<file path="config.mk">
export PLATFORM = sky130hd
export DESIGN_NAME = mem_router
export DESIGN_NICKNAME = d
export VERILOG_FILES = /design/src/rtl/mem_router_pkg.sv /design/src/rtl/mem_region_decode.sv /design/src/rtl/mem_router.sv
export SDC_FILE = /design/constraint.sdc
export NUM_CORES = 1
export LEC_CHECK = 0
export CORE_AREA = 2 2 104 106
export DETAILED_ROUTE_END_ITERATION = 8
export DIE_AREA = 0 0 106 108
export PLACE_DENSITY = 0.79
export SKIP_LAST_GASP = 1
export SLEW_MARGIN = 20
export SYNTH_ARGS = -nofsm -noshare
export SYNTH_HDL_FRONTEND = slang
export SYNTH_SLANG_ARGS = --single-unit
</file>
<file path="constraint.sdc">
create_clock -name clk -period 5.8 [get_ports clk]
set_input_delay 1.45 -clock clk [delete_from_list [all_inputs] [get_ports clk]]
set_output_delay 1.45 -clock clk [all_outputs]
set_load 0.05 [all_outputs]
</file>
<file path="src/rtl/mem_router_pkg.sv">
`default_nettype none
// ============================================================================
// Module   : mem_router_pkg
// Purpose  : Shared types and constants for the CPU data-side memory router.
//            FSM state encoding, the region-count ceiling, the standard memory
//            map (boot/Wishbone, RAM0, RAM1) and width helper functions.
// Ports    : none (package)
// Revision : 1.0 - initial release
// ============================================================================
package mem_router_pkg;

  localparam int MAX_REGIONS = 8;

  typedef enum logic [1:0] {
    IDLE   = 2'd0,
    ACCESS = 2'd1,
    DONE   = 2'd2,
    ERR    = 2'd3
  } state_t;

  // Standard map: boot/Wishbone 0x0000-0x1FFF, RAM0 0x2000-0x27FF,
  // RAM1 0x2800-0x2FFF.
  localparam logic [31:0] c_BOOT_BASE = 32'h0000_0000;
  localparam logic [31:0] c_BOOT_SIZE = 32'h0000_2000;
  localparam logic [31:0] c_RAM0_BASE = 32'h0000_2000;
  localparam logic [31:0] c_RAM0_SIZE = 32'h0000_0800;
  localparam logic [31:0] c_RAM1_BASE = 32'h0000_2800;
  localparam logic [31:0] c_RAM1_SIZE = 32'h0000_0800;

  // Entry 0 sits in the least significant 32 bits.
  localparam logic [3*32-1:0] c_DEFAULT_BASE = {c_RAM0_BASE, c_RAM1_BASE, c_BOOT_BASE};
  localparam logic [3*32-1:0] c_DEFAULT_SIZE = {c_RAM0_SIZE, c_RAM1_SIZE, c_BOOT_SIZE};

  // Width of a region index; a single region still needs one bit.
  function automatic int sel_width(input int n);
    return (n > 1) ? $clog2(n) : 1;
  endfunction

  // Timeout counter width: large enough for TIMEOUT, never below 8 bits.
  function automatic int cnt_width(input int t);
    return ($clog2(t + 1) > 8) ? $clog2(t + 1) : 8;
  endfunction

endpackage
`default_nettype wire

</file>
<file path="src/rtl/mem_region_decode.sv">
`default_nettype none
// ============================================================================
// Module   : mem_region_decode
// Purpose  : Combinational address decoder. One 33-bit window comparator per
//            region followed by a priority encoder (lowest index wins) and the
//            word offset of the address inside the winning window.
// Ports    : i_addr   - CPU byte address
//            o_hit    - address falls in at least one window
//            o_sel    - index of the winning window (0 when no hit)
//            o_offset - (i_addr - base[o_sel])[31:2] (0 when no hit)
// Revision : 1.0 - initial release
// ============================================================================
module mem_region_decode
  import mem_router_pkg::*;
#(
  parameter int                         NUM_REGIONS = 3,
  parameter int                         SW          = sel_width(NUM_REGIONS),
  parameter logic [NUM_REGIONS*32-1:0]  REGION_BASE = c_DEFAULT_BASE,
  parameter logic [NUM_REGIONS*32-1:0]  REGION_SIZE = c_DEFAULT_SIZE
) (
  input  logic [31:0]   i_addr,
  output logic          o_hit,
  output logic [SW-1:0] o_sel,
  output logic [29:0]   o_offset
);

  logic [NUM_REGIONS-1:0] w_hit_vec;
  logic [31:0]            w_base;
  logic                   w_borrow;

  // Bounds are extended to 33 bits so a window ending exactly at 2^32
  // does not wrap its upper limit to zero.
  generate
    for (genvar gi = 0; gi < NUM_REGIONS; gi++) begin : g_cmp
      logic [32:0] w_lo;
      logic [32:0] w_hi;
      assign w_lo          = {1'b0, REGION_BASE[32*gi +: 32]};
      assign w_hi          = w_lo + {1'b0, REGION_SIZE[32*gi +: 32]};
      assign w_hit_vec[gi] = ({1'b0, i_addr} >= w_lo) && ({1'b0, i_addr} < w_hi);
    end
  endgenerate

  // Scan from the top index down so the lowest matching index is the last
  // assignment and therefore wins.
  always_comb begin
    o_hit  = 1'b0;
    o_sel  = '0;
    w_base = '0;
    for (int i = NUM_REGIONS - 1; i >= 0; i--) begin
      if (w_hit_vec[i]) begin
        o_hit  = 1'b1;
        o_sel  = SW'(i);
        w_base = REGION_BASE[32*i +: 32];
      end
    end
  end

  // Word offset computed on the upper 30 bits with the borrow out of the
  // byte lane, which equals (i_addr - w_base)[31:2] exactly.
  assign w_borrow = (i_addr[1:0] < w_base[1:0]);
  assign o_offset = o_hit ? (i_addr[31:2] - w_base[31:2] - {29'd0, w_borrow}) : 30'd0;

endmodule
`default_nettype wire

</file>
<file path="src/rtl/mem_router.sv">
`default_nettype none
// ============================================================================
// Module   : mem_router
// Purpose  : CPU data-side memory router. Decodes each access against
//            NUM_REGIONS windows, drives a registered strobe to exactly one
//            target until it acks (or the access times out), stalls the CPU
//            meanwhile, registers read data and pulses err_o on unmapped or
//            timed-out accesses.
// Ports    : clk, rst        - clock, synchronous active-high reset
//            rd, wr          - CPU request (exactly one high = valid)
//            addr_i, data_i  - CPU byte address / write data
//            data_o          - registered read data
//            hold_cpu        - CPU stall (combinational)
//            err_o           - one-cycle bus-error pulse
//            t_rd, t_wr      - per-target strobes (one-hot or zero)
//            t_addr_o        - word offset inside the selected window
//            t_data_o        - write data to targets
//            t_data_i, t_ack - packed per-target read data / completion
// Revision : 1.0 - initial release
// ============================================================================
module mem_router
  import mem_router_pkg::*;
#(
  parameter int                         NUM_REGIONS = 3,
  parameter int                         DW          = 32,
  parameter logic [NUM_REGIONS*32-1:0]  REGION_BASE = c_DEFAULT_BASE,
  parameter logic [NUM_REGIONS*32-1:0]  REGION_SIZE = c_DEFAULT_SIZE,
  parameter int                         TIMEOUT     = 255
) (
  input  logic                      clk,
  input  logic                      rst,
  input  logic                      rd,
  input  logic                      wr,
  input  logic [31:0]               addr_i,
  input  logic [DW-1:0]             data_i,
  output logic [DW-1:0]             data_o,
  output logic                      hold_cpu,
  output logic                      err_o,
  output logic [NUM_REGIONS-1:0]    t_rd,
  output logic [NUM_REGIONS-1:0]    t_wr,
  output logic [29:0]               t_addr_o,
  output logic [DW-1:0]             t_data_o,
  input  logic [NUM_REGIONS*DW-1:0] t_data_i,
  input  logic [NUM_REGIONS-1:0]    t_ack
);

  localparam int               c_SW      = sel_width(NUM_REGIONS);
  localparam int               c_CW      = cnt_width(TIMEOUT);
  // Count value in the last permitted ACCESS cycle.
  localparam logic [c_CW-1:0]  c_TO_LAST = c_CW'(TIMEOUT - 1);

  state_t                 r_state;
  logic [c_SW-1:0]        r_sel;
  logic                   r_is_rd;
  logic [c_CW-1:0]        r_cnt;
  logic [NUM_REGIONS-1:0] r_t_rd;
  logic [NUM_REGIONS-1:0] r_t_wr;
  logic [DW-1:0]          r_data;
  logic                   r_err;

  logic                   w_valid;
  logic                   w_hit;
  logic [c_SW-1:0]        w_sel;
  logic [29:0]            w_offset;
  logic [NUM_REGIONS-1:0] w_onehot;
  logic                   w_ack_sel;
  logic [DW-1:0]          w_tdata [NUM_REGIONS];

  mem_region_decode #(
    .NUM_REGIONS (NUM_REGIONS),
    .SW          (c_SW),
    .REGION_BASE (REGION_BASE),
    .REGION_SIZE (REGION_SIZE)
  ) u_decode (
    .i_addr   (addr_i),
    .o_hit    (w_hit),
    .o_sel    (w_sel),
    .o_offset (w_offset)
  );

  generate
    for (genvar gr = 0; gr < NUM_REGIONS; gr++) begin : g_unpack
      assign w_tdata[gr] = t_data_i[DW*gr +: DW];
    end
  endgenerate

  // rd and wr together count as no request at all.
  assign w_valid   = rd ^ wr;
  assign w_onehot  = NUM_REGIONS'(1) << w_sel;
  // Only the latched target may complete the access.
  assign w_ack_sel = t_ack[r_sel];

  always_ff @(posedge clk) begin
    if (rst) begin
      r_state <= IDLE;
      r_sel   <= '0;
      r_is_rd <= 1'b0;
      r_cnt   <= '0;
      r_t_rd  <= '0;
      r_t_wr  <= '0;
      r_data  <= '0;
      r_err   <= 1'b0;
    end else begin
      r_err <= 1'b0;
      case (r_state)
        IDLE: begin
          if (w_valid) begin
            if (w_hit) begin
              r_state <= ACCESS;
              r_sel   <= w_sel;
              r_is_rd <= rd;
              r_cnt   <= '0;
              r_t_rd  <= rd ? w_onehot : '0;
              r_t_wr  <= wr ? w_onehot : '0;
            end else begin
              r_state <= ERR;
              r_err   <= 1'b1;
            end
          end
        end
        ACCESS: begin
          // An ack wins over a timeout falling in the same cycle.
          if (w_ack_sel) begin
            r_state <= DONE;
            r_t_rd  <= '0;
            r_t_wr  <= '0;
            if (r_is_rd) begin
              r_data <= w_tdata[r_sel];
            end
          end else if ((TIMEOUT != 0) && (r_cnt == c_TO_LAST)) begin
            r_state <= ERR;
            r_err   <= 1'b1;
            r_t_rd  <= '0;
            r_t_wr  <= '0;
            r_cnt   <= r_cnt + 1'b1;
          end else begin
            r_cnt   <= r_cnt + 1'b1;
          end
        end
        DONE:    r_state <= IDLE;
        ERR:     r_state <= IDLE;
        default: r_state <= IDLE;
      endcase
    end
  end

  // The stall drops in DONE/ERR so the CPU samples the result on that edge.
  assign hold_cpu = w_valid && (r_state != DONE) && (r_state != ERR);
  assign data_o   = r_data;
  assign err_o    = r_err;
  assign t_rd     = r_t_rd;
  assign t_wr     = r_t_wr;
  assign t_addr_o = w_offset;
  assign t_data_o = data_i;

endmodule
`default_nettype wire

</file>
==> flow_summary.yaml, run 1 <==
sta:
  skew_ps: 3.38
  fmax_mhz: 176
  hold_violations: 0
  relSlewSlack_pct: 42.6
  tightestPinTransition_ps: 861
  maxSlewViolCount: 0
  finalCritPeriodShare_pct: 98.0
  setup_ws_ps: 114
  finalSetupViolations: 0
  period_minus_slack_ps: 5690
  fin_setup_tns_ps: 0
die:
  ios: 269
  start_util_pct: 32.3
  dieArea_um2: 11400
  die_w_um: 106
  die_y_um: 108
  core_um2: 10200
  rows: 37
cells_and_area:
  syn_to_final_growth_pct: 64.5
  nFillCells: 964
  multi_input_area_um2: 1910
  ff_latch_area_um2: 1040
  n_antenna_cell: 0
  drive_gt1_share_pct: 13.3
  finalNetCount: 756
logic_synthesis:
  synth_area_leaders: "dfxtp_1 (32%), nor2_1 (11%), mux2i_1 (11%), a211oi_1 (7.5%), buf_4 (7.5%)"
  synth_enable_flop_cells: 0
  syn_area_um2: 3300
  synth.most_common_cell: "nor2_1"
  yosysSeqAreaShare_pct: 31.5
  ys_seq_elements: 52
  synth_area_per_cell_um2: 7.83
  synthDistinctLibCells: 41
  netlist_instances: 422
  yosys_warnings: 0
  syn_nets: 598
  yosys-top-cells-count: "nor2_1 (97), dfxtp_1 (52), a21oi_1 (48)"
  synth_flop_cell: "dfxtp_1"
  synth_top_area_share_pct: 31.5
  async_reset_ff_share_pct: 0
  synth_top_area_cell: "dfxtp_1"
drt:
  drt_iter0_markers: 161
  wl_per_cell_um: 14.6
  drt_wl_total_mm: 10.5
  dr.pass1.iters: 4
  via_per_inst: 4.86
  vias: 3487
  ant_nets: 0
  drc: 0
clock_network:
  clock_sinks: 52
  numCtsBuffers: 5
  cts_setup_buffers: 0
  path_clk_slew_ps: 90
  htreeDepth: 2
  insertion_delay_ps: 290
  cts-root-buf: "clkbuf_8"
  cts_tree: "done"
  clockBufferDepth: 2
place:
  io_buffer_count: 202
  dp_hpwl_mm: 7.93
  gp_congestion: 0.776
  place_ws_ps: -21.1
setup_path:
  start_kind: "input port"
  arrival_ps: 4240
  crit_chain: "clkdlybuf4s50_1 -> nor4_2 -> and3_1 -> and4b_1 -> and2_4 -> ha_1 -> inv_1 -> ha_1 -> nor2_2 -> nand2_2 -> a211oi_2 -> a21oi_2 -> buf_4 -> nor2_2 -> buf_6"
  reg2regPathDepth: 8
  crit_path_top_delay_cell: "clkdlybuf4s50_1"
  cpPeakStageDelay_ps: 430
  path_max_fanout: 4
  critPathCaptureType: "output pin"
  crit_type: "input port to output pin"
  crit_required_ps: 4350
power:
  leakagePower_uw: 0.00189
  power_density_nw_per_um2: 147
  total_power_uw: 800
  ir_drop_v: 0.000101
worst_hold_path:
  holdPathStages: 2
  hold_path.class: "flip-flop to flip-flop"
global_routing:
  grt_pass1_vias: 3277
  grt_pass1_wl_mm: 15.7
  grt.total_usage_pct: 16.8
  overflow: 0
  antenna_found_initial: 0
  grt_start_max_net_pins: 47
job:
  max_cap_violations: 0
outcome:
  status: "completed"
[final timing paths]
| kind | start | end | slack [ps] |
|---|---|---|---|
| hold reg to reg | t_rd[0] | t_rd[0] | 480 |
| setup / recovery | addr_i[27] | t_addr_o[16] | 110 |
| hold / removal | t_rd[0] | t_rd[0] | 480 |
| setup reg to reg | r_sel[1] | data_o[22] | 2750 |
[placed cells by master, fill, tap and decap left out, types with 7 or more instances in the layout]
cell type | synthesis | routed
buf_6 | 1 | 18
nor2_2 | 1 | 18
nor2_1 | 97 | 80
ha_1 | 9 | 9
buf_4 | 33 | 14
a211oi_1 | 33 | 32
mux2i_1 | 36 | 36
dfxtp_1 | 52 | 51
a21oi_1 | 48 | 47
clkdlybuf4s50_1 | 0 | 178
and2_1 | 9 | 8
clkbuf_8 | 0 | 7
nand2b_1 | 7 | 7
inv_1 | 9 | 9
[stage by stage]
step	hold WS (ps)	utilization, %	cell area, um^2	std cells
floorplan	454	-	3300	422
global placement	456	50.4	5160	707
detailed placement	461	50.4	5160	707
CTS	475	51.9	5310	715
global route	496	53.1	5440	717
finish	475	53.1	5440	717
[cell families after synthesis]
| logic type | Yosys count | share of synthesized area (%) |
|---|---|---|
| adders and majority gates | 9 | 3.41 |
| AOI/OAI and AO/OA | 92 | 17.4 |
| xor gates and xnor gates | 4 | 1.06 |
| DFF | 52 | 31.5 |
| and+or+nand+nor | 156 | 23.1 |
| buffers and inverters | 73 | 12.6 |
| muxes | 36 | 10.9 |
[registers in the layout (all words and copies together) (netlist names)]
signal   flops
r_sel        2
err_o        1
t_wr         3
r_state      2
r_cnt        8
r_is_rd      1
data_o      32
t_rd         3
[metal layers]
metal | up-vias | wire length, um | global-route usage, %
met4 | 0 | 152 | 4.42
li1 | 1747 | - | -
met1 | 1604 | 4200 | 19.5
met3 | 18 | 619 | 3.86
met5 | - | 0 | 0
met2 | 118 | 5480 | 31.2
[critical path: cells and delay by family]
kind            cells  cell delay, ps
simple gates        7            1210
buf+inv             4             820
fa+ha+maj           2             430
compound gates      2             310
[power breakdown]
group / internal [uW] / switching, uW
registers: 360 / 4.54
logic: 104 / 64.3
clock network: 152 / 115
total: 617 / 183
[timing repair]
item,CTS,global route
setup endpoints to repair,17,17
pin swaps,2,5
endpoints found under the hold margin,0,0
cloned,0,2
gates resized for setup,6,39
hold buffers,0,0
[final cells by class]
cell class | count | share of cell area (%)
timing repair buffer | 214 | 39.5
multi-input combinational | 297 | 35.1
sequential | 52 | 19.2
tap | 136 | 3.13
clock buffer | 7 | 1.77
inverter | 10 | 0.690
clock inverter | 1 | 0.552
Power figures use the tool's default switching activity.
==> inputs of run 2 (changes only) <==
CORE_AREA = unset   (was 2 2 104 106)
CORE_UTILIZATION = 36   (was unset)
DIE_AREA = unset   (was 0 0 106 108)
PLACE_DENSITY = 0.83   (was 0.79)
SYNTH_HIERARCHICAL = 1   (was unset)
==> run 2 against run 1 <==
- die area shrank 4.3%
- clock skew grew 12 ps
- non-clock buffer count grew 2
- clock-buffer cell count shrank 2
- register-to-register slack gained 760 ps
- hold slack lost 4.7 ps
- wire length grew 13%
- sequential power is essentially flat
- maximum frequency grew 0.94%
- via count grew 12%
- largest power group unchanged
- highest routed layer unchanged
==> flow_summary.yaml, run 2 <==
die:
  rows: 37
  ios: 269
  start_util_pct: 36.9
  dieArea_um2: 11000
  die_y_um: 105
  core_um2: 10300
  die_w_um: 105
worst_hold_path:
  hold_end: "t_wr[2]"
  hold_path.class: "flip-flop to flip-flop"
  hold_start: "t_wr[2]"
  holdPathStages: 2
setup_path:
  reg2regPathDepth: 6
  start_kind: "input port"
  cp_top_family: "simple AND/OR/NAND/NOR gates"
  crit_start: "addr_i[24]"
  crit_path_top_delay_cell: "clkdlybuf4s50_1"
  cpPeakStageDelay_ps: 420
  crit_required_ps: 4350
  r2r_slack_ps: 3510
  r2r_end: "data_o[16]"
  cpMostUsedCell: "ha_1"
  arrival_ps: 4180
  crit_chain: "clkdlybuf4s50_1 -> nor4_2 -> nand3_2 -> nor3_4 -> ha_1 -> inv_1 -> ha_1 -> nor3b_4 -> o21ai_4 -> buf_12 -> nor4_4 -> buf_6"
  path_max_fanout: 9
  crit_type: "input port to output pin"
  reg2reg_from: "r_sel[0]"
  critPathCaptureType: "output pin"
  path_buf_inv: 4
drt:
  wl_per_cell_um: 15.8
  drt_wl_total_mm: 11.8
  drc: 0
  vias: 3917
  ant_nets: 0
  via_per_inst: 5.25
  dr.pass1.iters: 4
  drt_iter0_markers: 144
sta:
  skew_ps: 15.2
  hold_violations: 0
  period_minus_slack_ps: 5630
  finalCritPeriodShare_pct: 97.1
  fin_setup_tns_ps: 0
  setup_ws_ps: 167
  finalSetupViolations: 0
  fmax_mhz: 178
  tightestPinTransition_ps: 954
  relSlewSlack_pct: 36.1
  maxSlewViolCount: 0
logic_synthesis:
  ys_seq_elements: 52
  synth_enable_flop_cells: 0
  yosys_warnings: 6
  synth_area_leaders: "dfxtp_1 (27%), mux2i_1 (10%), a21oi_1 (9.5%), nor4_2 (6.9%), buf_4 (6.5%)"
  syn_nets: 636
  yosysSeqAreaShare_pct: 27.4
  synth_top_area_share_pct: 27.4
  synth_area_per_cell_um2: 8.25
  async_reset_ff_share_pct: 0
  synth_top_area_cell: "dfxtp_1"
  synth.most_common_cell: "a21oi_1"
  syn_area_um2: 3790
  synthDistinctLibCells: 51
  yosys-top-cells-count: "a21oi_1 (72), dfxtp_1 (52), nor2_1 (42)"
  netlist_instances: 460
  synth_flop_cell: "dfxtp_1"
global_routing:
  antenna_found_initial: 0
  grt_start_max_net_pins: 45
  overflow: 0
  grt_pass1_wl_mm: 18.7
  grt.total_usage_pct: 21.0
  grt_pass1_vias: 3831
clock_network:
  ctsHoldBuffers: 0
  clockBufferDepth: 2
  htreeDepth: 2
  path_clk_slew_ps: 100
  clock_sinks: 52
  cts-root-buf: "clkbuf_8"
  cts_tree: "done"
  numCtsBuffers: 5
  insertion_delay_ps: 310
cells_and_area:
  finalNetCount: 784
  multi_input_area_um2: 2390
  nFillCells: 908
  syn_to_final_growth_pct: 55.0
  drive_gt1_share_pct: 17.1
  final_cell_mix: "clkdlybuf4s50_1 (171), a21oi_1 (72), dfxtp_1 (51)"
  largest_register_ff_count: 32
  layout_commonest_cell: "clkdlybuf4s50_1"
  ff_latch_area_um2: 1040
place:
  dp_hpwl_mm: 8.85
  place_ws_ps: 67.9
  gp_congestion: 0.824
  io_buffer_count: 202
power:
  power_density_nw_per_um2: 129
  ir_drop_v: 0.000113
  leakagePower_uw: 0.00198
outcome:
  status: "completed"
job:
  max_cap_violations: 0
[run 2: changes by cell type after synthesis, moves of 4 or more]
cell	before	now
a21oi_1	48	72
nor2_1	97	42
nor3_1	4	12
nand2b_1	7	3
a211oi_2	0	10
a211oi_1	33	22
buf_6	1	5
nand2_1	4	27
and2_1	9	3
nor4_2	0	21
buf_2	10	19
[run 2: metrics by stage]
| stage | power (uW) | hold slack, ps | utilization [%] | instance area [um^2] | std cells |
|---|---|---|---|---|---|
| global placement | 544 | 447 | 56.1 | 5760 | 737 |
| floorplan | 501 | 438 | - | 3920 | 460 |
| finish | 757 | 471 | 57.2 | 5880 | 746 |
| CTS | 759 | 469 | 56.9 | 5850 | 745 |
| global route | 791 | 482 | 57.2 | 5880 | 745 |
| detailed placement | 550 | 456 | 56.1 | 5760 | 737 |
[run 2: how the worst max path moves through the flow]
stage	slack [ps]	cells after the start	to
floorplan	20	11	t_addr_o[19]
global placement	180	12	t_addr_o[24]
detailed placement	70	12	t_addr_o[23]
CTS	60	12	t_addr_o[23]
global route	-5	11	t_addr_o[19]
finish	170	12	t_addr_o[23]
[run 2: where the power goes]
| part | switching, uW | internal, uW | leakage [uW] | total [uW] |
|---|---|---|---|---|
| Clock | 127 | 86.0 | 0.0000445 | 213 |
| Combinational | 72.1 | 106 | 0.00152 | 178 |
| Sequential | 5.79 | 360 | 0.000420 | 366 |
| Total | 205 | 551 | 0.00198 | 757 |
[run 2: area by class of cell]
cell class                 instances  share of cell area (%)
multi-input combinational        321                    40.6
timing repair buffer             216                    36.4
sequential                        52                    17.7
tap                              136                    2.89
clock buffer                       5                    1.17
inverter                          12                   0.766
clock inverter                     3                   0.362
antenna                            1                  0.0425
[run 2: kinds of logic (layout without fill, tap and decap cells)]
logic type,Yosys count,count (layout),share of synthesized area [%]
xor+xnor,5,5,1.35
other cells,0,1,0
flops,52,52,27.4
fa+ha+maj,9,9,2.97
simple gates,140,140,22.5
compound gates,129,129,22.3
buf+inv,87,236,13.5
mux,38,38,10.0
[run 2: tightest hold or removal path, cell delays in order, from the launching register on]
cell and delay, ps:
dfxtp_1 330, nand2_1 60, o21ai_1 50
[run 2: what timing repair did]
| action | 4_1_cts | 5_1_grt |
|---|---|---|
| setup endpoints to repair | 0 | 10 |
| buffers inserted | 0 | 0 |
| resized for setup | 0 | 5 |
[run 2: routing by layer]
layer / track usage, % / vias to the layer above / part of all wire (%) / wire length (um)
li1: - / 1930 / - / -
met1: 22.8 / 1842 / 39 / 4570
met2: 40.5 / 133 / 54 / 6390
met3: 5.43 / 12 / 5.8 / 686
met4: 4.23 / 0 / 1.1 / 134
met5: 0 / - / 0 / 0
